--- config.mk ---
export PLATFORM = sky130hd
export DESIGN_NAME = fetch_sequencer
export DESIGN_NICKNAME = d
export VERILOG_FILES = /design/src/rtl/fetch_sequencer.sv
export SDC_FILE = /design/constraint.sdc
export NUM_CORES = 1
export LEC_CHECK = 0
export CORE_ASPECT_RATIO = 1.4
export CORE_UTILIZATION = 45
export DETAILED_ROUTE_END_ITERATION = 8
export PLACE_DENSITY = 0.73
export REMOVE_ABC_BUFFERS = 1
export SLEW_MARGIN = 20
export SYNTH_ARGS = -nofsm -noshare
export SYNTH_HDL_FRONTEND = slang
export SYNTH_SLANG_ARGS = --single-unit
--- constraint.sdc ---
create_clock -name clk_i -period 6.7 [get_ports clk_i]
set_input_delay 1.005 -clock clk_i [delete_from_list [all_inputs] [get_ports clk_i]]
set_output_delay 1.005 -clock clk_i [all_outputs]
set_load 0.02 [all_outputs]
--- src/rtl/fetch_sequencer.sv ---
// fetch_sequencer: owns the core PC, issues one imem fetch per instruction and buffers the word for decode.
// Latency start->imem_req 1 cycle, imem_ack->instr_valid 1 cycle; instr_ready low holds the word (no new fetch).
module fetch_sequencer #(
  parameter int unsigned       ADDR_W   = 12,
  parameter int unsigned       DATA_W   = 16,
  parameter int unsigned       INC      = 1,
  parameter logic [ADDR_W-1:0] RESET_PC = '0
) (
  input  logic              clk_i,
  input  logic              rst_ni,
  input  logic              start_i,
  input  logic              halt_i,
  input  logic              redirect_valid_i,
  input  logic              redirect_rel_i,
  input  logic [ADDR_W-1:0] redirect_target_i,
  output logic              imem_req_o,
  output logic [ADDR_W-1:0] imem_addr_o,
  input  logic              imem_ack_i,
  input  logic [DATA_W-1:0] imem_rdata_i,
  output logic              instr_valid_o,
  output logic [DATA_W-1:0] instr_data_o,
  output logic [ADDR_W-1:0] instr_pc_o,
  input  logic              instr_ready_i,
  output logic [ADDR_W-1:0] pc_o,
  output logic              busy_o
);

  typedef enum logic [1:0] {S_IDLE, S_REQ, S_HOLD, S_HALTED} state_t;

  localparam logic [ADDR_W-1:0] INC_A = ADDR_W'(INC);

  state_t            state_q, state_d;
  logic [ADDR_W-1:0] pc_q, pc_d;
  logic [ADDR_W-1:0] instr_pc_q, instr_pc_d;
  logic [DATA_W-1:0] instr_data_q, instr_data_d;
  logic [ADDR_W-1:0] pend_tgt_q, pend_tgt_d;
  logic              pend_halt_q, pend_halt_d;
  logic              pend_redir_q, pend_redir_d;
  logic              req_q, valid_q, busy_q;
  logic [ADDR_W-1:0] redir_tgt;

  // Relative redirects are always based on the last delivered instruction.
  assign redir_tgt = redirect_rel_i ? (instr_pc_q + redirect_target_i) : redirect_target_i;

  always_comb begin
    state_d      = state_q;
    pc_d         = pc_q;
    instr_pc_d   = instr_pc_q;
    instr_data_d = instr_data_q;
    pend_tgt_d   = pend_tgt_q;
    pend_halt_d  = pend_halt_q;
    pend_redir_d = pend_redir_q;
    case (state_q)
      S_IDLE: begin
        if (start_i) begin
          state_d = S_REQ;
          pc_d    = RESET_PC;
        end
      end
      S_REQ: begin
        // The request cannot be withdrawn, so flow changes wait for the ack.
        if (halt_i) pend_halt_d = 1'b1;
        if (redirect_valid_i) begin
          pend_redir_d = 1'b1;
          pend_tgt_d   = redir_tgt;
        end
        if (imem_ack_i) begin
          pend_halt_d  = 1'b0;
          pend_redir_d = 1'b0;
          if (halt_i || pend_halt_q) begin
            state_d = S_HALTED;
          end else if (redirect_valid_i || pend_redir_q) begin
            pc_d = redirect_valid_i ? redir_tgt : pend_tgt_q;
          end else begin
            instr_data_d = imem_rdata_i;
            instr_pc_d   = pc_q;
            pc_d         = pc_q + INC_A;
            state_d      = S_HOLD;
          end
        end
      end
      S_HOLD: begin
        if (halt_i) begin
          state_d = S_HALTED;
        end else if (redirect_valid_i) begin
          pc_d    = redir_tgt;
          state_d = S_REQ;
        end else if (instr_ready_i) begin
          state_d = S_REQ;
        end
      end
      S_HALTED: begin
        if (start_i && !halt_i) state_d = S_REQ;
      end
      default: state_d = S_IDLE;
    endcase
  end

  always_ff @(posedge clk_i or negedge rst_ni) begin
    if (!rst_ni) begin
      state_q      <= S_IDLE;
      pc_q         <= RESET_PC;
      instr_pc_q   <= '0;
      instr_data_q <= '0;
      pend_tgt_q   <= '0;
      pend_halt_q  <= 1'b0;
      pend_redir_q <= 1'b0;
      req_q        <= 1'b0;
      valid_q      <= 1'b0;
      busy_q       <= 1'b0;
    end else begin
      state_q      <= state_d;
      pc_q         <= pc_d;
      instr_pc_q   <= instr_pc_d;
      instr_data_q <= instr_data_d;
      pend_tgt_q   <= pend_tgt_d;
      pend_halt_q  <= pend_halt_d;
      pend_redir_q <= pend_redir_d;
      req_q        <= (state_d == S_REQ);
      valid_q      <= (state_d == S_HOLD);
      busy_q       <= (state_d == S_REQ) || (state_d == S_HOLD);
    end
  end

  assign imem_req_o    = req_q;
  assign imem_addr_o   = pc_q;
  assign instr_valid_o = valid_q;
  assign instr_data_o  = instr_data_q;
  assign instr_pc_o    = instr_pc_q;
  assign pc_o          = pc_q;
  assign busy_o        = busy_q;

endmodule

Yosys cells after proc, flatten, opt, wreduce, memory -nomap -nowiden
Index checks and enable logic that the tools add are counted.
W data, S select, Z words.
- output and inout port bits: 55
- register bits: 59
- logic and storage cells: 59
- $add $sub $neg: 2
- mux-type cells: 22
- reduce and logical (&&, ||, !) cells: 13
- equal/unequal tests: 10
- bitwise gates (word level): 2
- operators with widths (cell ; count):
    $mux W12 ; 8
    $pmux W12 S3 ; 1
    $mux W2 ; 8
    $add A12 B1 Y12 const B ; 1
    $add A12 B12 Y12 ; 1
    $ne A2 B2 Y1 const B ; 5
    $pmux W2 S4 ; 1
    $eq A2 B2 Y1 const B ; 3
    $reduce_and A6 Y1 ; 1
    $eq A2 B1 Y1 const B ; 2
    $mux W1 ; 4
    $reduce_and A2 Y1 ; 2
    $reduce_and A4 Y1 ; 1
    $reduce_bool A2 Y1 ; 2
    $logic_or A1 B1 Y1 ; 3
    $reduce_bool A3 Y1 ; 1
    $logic_not A2 Y1 ; 1
    $not A1 Y1 ; 2
    $logic_and A1 B1 Y1 ; 1
    $logic_not A1 Y1 ; 1

Longest topological paths before layout
Gate-level depths: netlist (run 1).
- word-level depth: 7
- depth in mapped cells: 11
- gate-level depth less buffers: 10

Least setup slack after synthesis (run 1)
Ideal clock, no wire load.
- path kind: in2reg
- start: in redirect_target_i[0]
- end: reg pc_q[10], in the netlist imem_addr_o[10]
- stages on the path: 10
- slack: 3895 ps
- arrival time: 2674 ps
- setup time: 131 ps
- cells stage by stage: ha_1 > inv_1 > fa_1 > nor2b_4 > o31a_1 > o21ai_2 > a221oi_2 > or3_4 > a221oi_2 > o22ai_1
- longest elaborated chain between the ends: 7
- RTL lines (element ; RTL line ; source):
    from (decl) ; 15 ; input logic [ADDR_W-1:0] redirect_target_i,
    $add A12 B12 Y12 * ; 43 ; assign redir_tgt = redirect_rel_i ? (instr_pc_q + redirect_target_i) : redirect_target_i;
    $mux W12 * ; 43 ;
    $mux W12 ; 85 ; end else if (redirect_valid_i) begin
    $mux W12 ; 72 ; end else if (redirect_valid_i || pend_redir_q) begin
    $mux W12 ; 70 ; if (halt_i || pend_halt_q) begin
    $mux W12 ; 67 ; if (imem_ack_i) begin
    $pmux W12 S3 * ; 53 ; case (state_q)
    to (signal assigned) ; 113 ; pc_q <= pc_d;
    to (decl) ; 33 ; logic [ADDR_W-1:0] pc_q, pc_d;
Every way passes the cells marked *; elsewhere a longest branch is shown, timed or not. The select of a mux whose other input is x is not followed.
A chain may end at the register's enable or synchronous reset.

Worst setup path in the final report (run 1)
- start: in redirect_valid_i
- end: reg pc_q[11], in the netlist imem_addr_o[11]
- longest elaborated chain between the ends: 5
- RTL lines (element ; RTL line ; source):
    from (decl) ; 13 ; input logic redirect_valid_i,
    $mux W12 / $logic_or A1 B1 Y1 (equally long branches) ; n/a ;
    $mux W12 ; 72 ;
    $mux W12 ; 70 ;
    $mux W12 ; 67 ;
    $pmux W12 S3 ; 53 ;
Parallel ways exist; a longest one is shown, timed or not. The select of a mux whose other input is x is not followed.

==> key figures, run 1 <==
Run status
  – Status: complete, no violations

Global routing
  – First-pass GRT wire length: around 14000 um
  – Total track usage: 22.0%
  – Vias in the first global route: a little under 3000
  – Initial antenna violation count: 0
  – Largest net degree at the start of global routing: 60
  – Global route overflow: 0

Place
  – DP Area: between 4000 and 5000 um2
  – # port buffers: 90
  – Dpl cells: 519
  – Detailed placement HPWL: 6080 um
  – GPL Wtd Cong: 0.852

Detailed routing
  – # DRC: 0
  – DR WL/cell: 15.8 um
  – Via density per instance: ~5.5
  – TritonRoute pass-1 iters: 4
  – Vias post-DR: 2932
  – Total Wirelength: 8460 um
  – Routed Antenna Nets: 0
  – Initial DRC count: 220

Synthesis
  – YS warnings: 0
  – Avg Cell Area, Syn: 9.94 um2
  – Asr flop ratio synth: 100%
  – Post-synth EDFFs: 0
  – Cell count after synthesis: 357
  – Cell area after synthesis: 3550 um2
  – Synthesized flop and latch total: 59
  – Prevailing post-synth register cell: dfrtp_1
  – Synth unique cells: approximately 50
  – Seq/Total Area, Yosys: 41.6%

Timing
  – Setup tns final: 0 ns
  – Fin. max-slew vios: 0
  – Worst slew pin tran: 0.999 ns
  – Max_slew headroom: 33.2%
  – Worst Skew: 0.00597 ns
  – Tcrit/Tclk final: 49.5%
  – Fin crit period: roughly 3.3 ns
  – Hold violation count in the final report: 0
  – Fmax achieved: 0.302 GHz
  – RSZ-0062 raised after global routing: false
  – Final setup violation count: 0

Critical path
  – Peak fanout along the critical path: 16
  – Worst Path Required: 6.95 ns
  – Crit path to: imem_addr_o[11]$_DFFE_PN0P_
  – Reg2Reg Depth: 4
  – CP arrival: 3.56 ns
  – Crit path from: redirect_valid_i
  – R2r setup slk: roughly 4 ns
  – Crit Path Class: input port to flip-flop
  – Crit Reg-Reg Startpoint: state_q[1]$_DFF_PN0_
  – Setup crit start kind: input port
  – Crit end category: flip-flop
  – Reg2reg end: instr_data_o[11]$_DFFE_PN0P_

Clocking
  – Cts bufs inserted: 9
  – CTS tree: done
  – Setup Buffers After CTS: 0
  – Clock Sinks: 59
  – CTS hold repair buffers: 0
  – CTS H-tree lvls: 3
  – Reg clk slew, reported paths: 0.07 ns
  – Max Buffers Root-to-Sink: 2
  – Post_cts resized: 0
  – Clk_lat worst skew: 0.35 ns
  – Root buf cell: clkbuf_8

Pwr
  – Max VDD drop: 0.253 mV
  – Pwr/cell area: 446 nW/um2
  – Static Leak: 2.01 nW

Layout
  – Share of post-route cells with drive strength above 1: between 10 and 15%
  – Multi-input logic area: ~1900 um2
  – Register area: 1480 um2
  – Non-filler cells, final: about 540
  – Final Cell Area: between 4000 and 5000 um2
  – Most frequent cells in the layout: clkdlybuf4s50_1, dfrtp_1, nand2_1
  – Commonest non-fill, non-tap cell in the layout: clkdlybuf4s50_1
  – # diodes: 0
  – Layout Nets: ~490
  – Area growth syn-to-layout: 29.6%
  – Fillers: 674

Floorplanning
  – # rows: 37
  – I/O pin count: 91
  – Area of the core: ~7500 um2
  – Chip width: 77.1 um
  – Total die area: 8250 um2
  – Initial Util: 47.3%
  – Die height: 107 um

Run
  – Max cap viols: 0

Worst hold path
  – Startpoint of the worst hold path: pend_tgt_q[7]$_DFFE_PN0P_
  – Worst hold path class: flip-flop to flip-flop
==> flip-flops by register name, summed over array words and instances, names as in the netlist <==
| signal | count |
|---|---|
| pend_tgt_q | 12 |
| state_q | 2 |
| busy_o | 1 |
| pend_redir_q | 1 |
| pend_halt_q | 1 |
| instr_valid_o | 1 |
| imem_req_o | 1 |
| instr_pc_o | 12 |
| imem_addr_o | 12 |
| instr_data_o | 16 |
==> worst max-delay path, stage by stage <==
cell and delay, ns:
clkdlybuf4s50_1 0.77, inv_1 0.22, o21ai_0 0.20, o31a_1 0.17, nand3_1 0.48, nor2_1 0.43, a41oi_1 0.17, o31ai_1 0.11
==> cell type report <==
cell class	instances	area share [%]
well taps	97	2.64
inverters	15	1.22
clock buffers	14	3.54
flip-flops and latches	59	32.1
multi-input cells	257	40.6
clock inverters	2	0.218
repair buffers	91	19.6
==> cell usage after synthesis, types with 2 or more instances <==
library cell  count  area share [%]
xor2_1            9             2.2
nand4_1           3            0.53
nor3_1            2            0.28
ha_1             18             6.3
nand2_1          46             4.9
buf_2             3            0.42
a221oi_2          2            0.85
o22ai_1           6             1.1
o21ai_2           2            0.49
and2_1            3            0.53
o31ai_1           4            0.85
a21o_1            2            0.42
a21oi_1          22             3.1
nor2b_1           3            0.53
mux2_2           33              10
mux2i_1          10             2.8
dfrtp_1          59              42
nand3_1           7            0.99
o31a_1            2            0.49
o21a_1            2            0.42
buf_4            12             2.5
o21ai_0          28             3.9
clkbuf_1         10             1.1
and4_1            2            0.49
a22oi_1           5             1.1
nor2_1           15             1.6
inv_1            15             1.6
xnor2_1           8             2.0
a22o_1            2            0.49
==> routing by layer <==
metal	vias up	global-route usage, %	part of all wire [%]
li1	1411	-	-
met1	1422	26.7	41
met2	88	37.7	52
met3	11	3.40	6.0
met4	0	11.2	1.3
met5	-	0	0
==> worst min path at each step <==
stage / cells after the start / endpoint / slack, ns
2_1_floorplan: 2 / pend_tgt_q[9]$_DFFE_PN0P_ / 0.44
3_3_place_gp: 2 / pend_tgt_q[5]$_DFFE_PN0P_ / 0.46
3_5_place_dp: 2 / pend_tgt_q[4]$_DFFE_PN0P_ / 0.47
4_1_cts: 2 / pend_tgt_q[4]$_DFFE_PN0P_ / 0.49
5_1_grt: 2 / pend_tgt_q[1]$_DFFE_PN0P_ / 0.51
6_report: 2 / pend_tgt_q[7]$_DFFE_PN0P_ / 0.49
==> logic make-up after synthesis <==
group / Yosys count / synth area share, %
mux: 43 / 13.3
fa+ha+maj: 19 / 6.91
xor+xnor: 17 / 4.20
simple gates: 88 / 11.6
compound gates: 90 / 16.7
buf+inv: 41 / 5.71
flops: 59 / 41.6
==> per-stage QoR <==
stage                     utilization [%]  hold WS, ns  setup slack, ns  power (W)
final                                61.3        0.491             3.39    0.00205
after floorplan                         -        0.445             3.89    0.00132
after detailed placement             59.0        0.473             3.01    0.00177
after CTS                            61.3        0.488             3.36    0.00207
after global placement               59.0        0.465             3.08    0.00174
after global routing                 61.3        0.506             3.07    0.00221
==> power breakdown <==
group          switching, W  internal, W
registers          0.000148     0.000508
logic              0.000590     0.000519
clock network      0.000135     0.000153
total              0.000873      0.00118
No activity file was read; power rests on OpenSTA's default activity.
==> run 2: changes to the inputs <==
Settings changed: PLACE_DENSITY 0.73 to 0.76.
Clock period 6.7 ns to 2.8 ns, I/O delays scaled along.
==> run 2 against run 1 <==
Effect of this change:
- cell count grew 3.4%
- global-route usage up 0.50 points
- final area grew 2.5%
- via count rose by 4.0%
- hold slack got worse by 0.28 ns
- setup slack worse by 3.2 ns
- critical path depth up 3
- total power grew 140%
- critical path type unchanged
- critical endpoint is now imem_addr_o[10]$_DFFE_PN0P_
- highest routed layer unchanged
==> key figures, run 2 (synthesis gave the netlist of run 1 again) <==
Global routing
  – Initial antenna violation count: 0 (unchanged)
  – Total track usage: 22.5% (+0.50 points)
  – Met2 GRT Util: 40.3% (+2.6 points)
  – Global route overflow: 0 (unchanged)
  – First-pass GRT wire length: 14700 um (+3.9%)
  – Met3 Use GR: 4.26% (+0.85 points)
  – Largest net degree at the start of global routing: 42 (-30%)
  – Vias in the first global route: 3151 (+6.8%)
  – Met1 Usage GRT: 25.5% (-1.2 points)
  – GR peak layer: met2

Timing
  – Fin crit period: ~2.6 ns
  – Worst slew pin tran: 0.912 ns (-0.0869 ns)
  – Worst setup margin: 0.166 ns (-3.22 ns)
  – Max_slew headroom: 39.2% (+5.9 points)
  – Worst Skew: 0.0102 ns (+0.00420 ns)
  – Hold violation count in the final report: 0 (unchanged)
  – RSZ-0062 raised after global routing: false
  – Hold Worst Slack: 0.214 ns (-0.276 ns)
  – Fin. max-slew vios: 0 (unchanged)
  – Setup tns final: 0 ns (unchanged)
  – Fmax achieved: 0.380 GHz
  – Final setup violation count: 0 (unchanged)
  – Tcrit/Tclk final: ~94%

Pwr
  – Pwr/cell area: 1060 nW/um2 (+140%)
  – Max VDD drop: 0.551 mV (+120%)
  – Static Leak: 2.09 nW (+3.7%)
  – Final Total Pwr: 0.00500 W (+140%)

Layout
  – Share of post-route cells with drive strength above 1: 16.0% (+3.2 points)
  – Number of flip-flops in the largest register: 16 (unchanged)
  – # diodes: 0 (unchanged)
  – Final Cell Area: 4720 um2 (+2.5%)
  – Commonest non-fill, non-tap cell in the layout: clkdlybuf4s50_1
  – Most frequent cells in the layout: clkdlybuf4s50_1, dfrtp_1, nand2_1
  – Area growth syn-to-layout: 32.9%
  – Layout Nets: 506 (+3.7%)

Clocking
  – Post_cts resized: 0 (unchanged)
  – Clk_lat worst skew: 0.34 ns (about the same)
  – Root buf cell: clkbuf_8
  – Reg clk slew, reported paths: 0.06 ns (about the same)
  – Max Buffers Root-to-Sink: 2 (unchanged)
  – CTS H-tree lvls: 3 (unchanged)
  – CTS tree: done
  – Clock Sinks: 59 (unchanged)
  – Cts bufs inserted: 9 (unchanged)
  – Setup Buffers After CTS: 0 (unchanged)
  – CTS hold repair buffers: 0 (unchanged)

Critical path
  – Critical Path Max Stage Delay: 0.49 ns (-0.28 ns)
  – Worst Path Required: 3.01 ns (-3.94 ns)
  – Worst path cell trace: clkdlybuf4s50_1 -> ha_1 -> inv_1 -> fa_1 -> nor2b_4 -> o31a_1 -> o21ai_2 -> a221oi_2 -> o21ai_0 -> a31oi_1 -> o22ai_1
  – Crit end category: flip-flop
  – Crit path max-delay cell type: clkdlybuf4s50_1
  – Peak fanout along the critical path: 3 (-13)
  – Crit Path Class: input port to flip-flop
  – Setup crit start kind: input port
  – CP arrival: 2.84 ns (-0.72 ns)

Floorplanning
  – Total die area: 8250 um2 (unchanged)
  – I/O pin count: 91 (unchanged)
  – Die height: 107 um (unchanged)
  – Area of the core: 7500 um2 (unchanged)
  – Chip width: 77.1 um (unchanged)
  – Initial Util: 47.3% (unchanged)
  – # rows: 37 (unchanged)

Place
  – # port buffers: 90 (unchanged)
  – Dpl ws: -0.140 ns (-3.15 ns)
  – DP Area: 4560 um2 (+3.1%)
  – Detailed placement HPWL: 6450 um (+6.1%)
  – GPL Wtd Cong: 0.814 (-4.5%)

Detailed routing
  – Vias post-DR: 3048 (+4.0%)
  – DR WL/cell: 15.7 um (-0.83%)
  – # DRC: 0 (unchanged)
  – TritonRoute pass-1 iters: 6 (+2)
  – Total Wirelength: 8670 um (+2.5%)
  – Initial DRC count: 222 (+0.91%)
  – Routed Antenna Nets: 0 (unchanged)
  – Via density per instance: 5.51 (+0.57%)

Run status
  – Status: complete, no violations

Run
  – Max cap viols: 0 (unchanged)

Worst hold path
  – Worst hold path class: input port to asynchronous set/reset pin
[run 2: changes by cell type in the layout (fill, tap and decap cells not counted)]
cell / previous run / this run
clkbuf_1: 3 / 4
clkbuf_8: 11 / 9
clkinv_2: 2 / 3
buf_4: 1 / 19
[run 2: worst max-delay path, delay by kind of cell]
kind,cells,cell delay (ns)
and+or+nand+nor,1,0.14
adders and majority gates,2,0.59
buffers and inverters,2,0.55
AOI/OAI and AO/OA,6,1.15
[run 2: final timing paths]
kind                                           endpoint  slack (ns)                 startpoint  cells after the start
hold / removal             instr_data_o[15]$_DFFE_PN0P_        0.21                     rst_ni                      1
setup / recovery            imem_addr_o[10]$_DFFE_PN0P_        0.17       redirect_target_i[0]                     11
setup reg to reg            imem_addr_o[10]$_DFFE_PN0P_        0.36  instr_pc_o[0]$_DFFE_PN0P_                     10
min in group clk_i            pend_tgt_q[4]$_DFFE_PN0P_        0.49  pend_tgt_q[4]$_DFFE_PN0P_                      2
hold reg to reg               pend_tgt_q[4]$_DFFE_PN0P_        0.49  pend_tgt_q[4]$_DFFE_PN0P_                      2
max in group asynchronous    imem_addr_o[8]$_DFFE_PN0P_        1.82                     rst_ni                      2
[run 2: final cells by class]
type,instances,area (um2)
fill,650,2780
multi-input combinational,257,1870
sequential,59,1480
timing repair buffer,109,1040
clock buffer,13,139
tap,97,121
inverter,15,56.3
clock inverter,3,15.0
[run 2: where the power goes]
group | leakage [nW] | internal, W | switching (W)
Combinational | 1.25 | 0.00134 | 0.00150
Clock | 0.0812 | 0.000318 | 0.000329
Sequential | 0.759 | 0.00122 | 0.000304
[run 2: routing by layer]
layer	part of all wire, %	routed length (um)
met3	4.8	412
met4	2.4	206
met5	0	0
met1	41	3530
met2	52	4520
[run 2: through the flow]
stage / util (%) / cells
5_1_grt: 62.9 / 553
6_report: 62.9 / 553
4_1_cts: 62.9 / 553
3_3_place_gp: 60.8 / 537
3_5_place_dp: 60.8 / 537
2_1_floorplan: - / 331
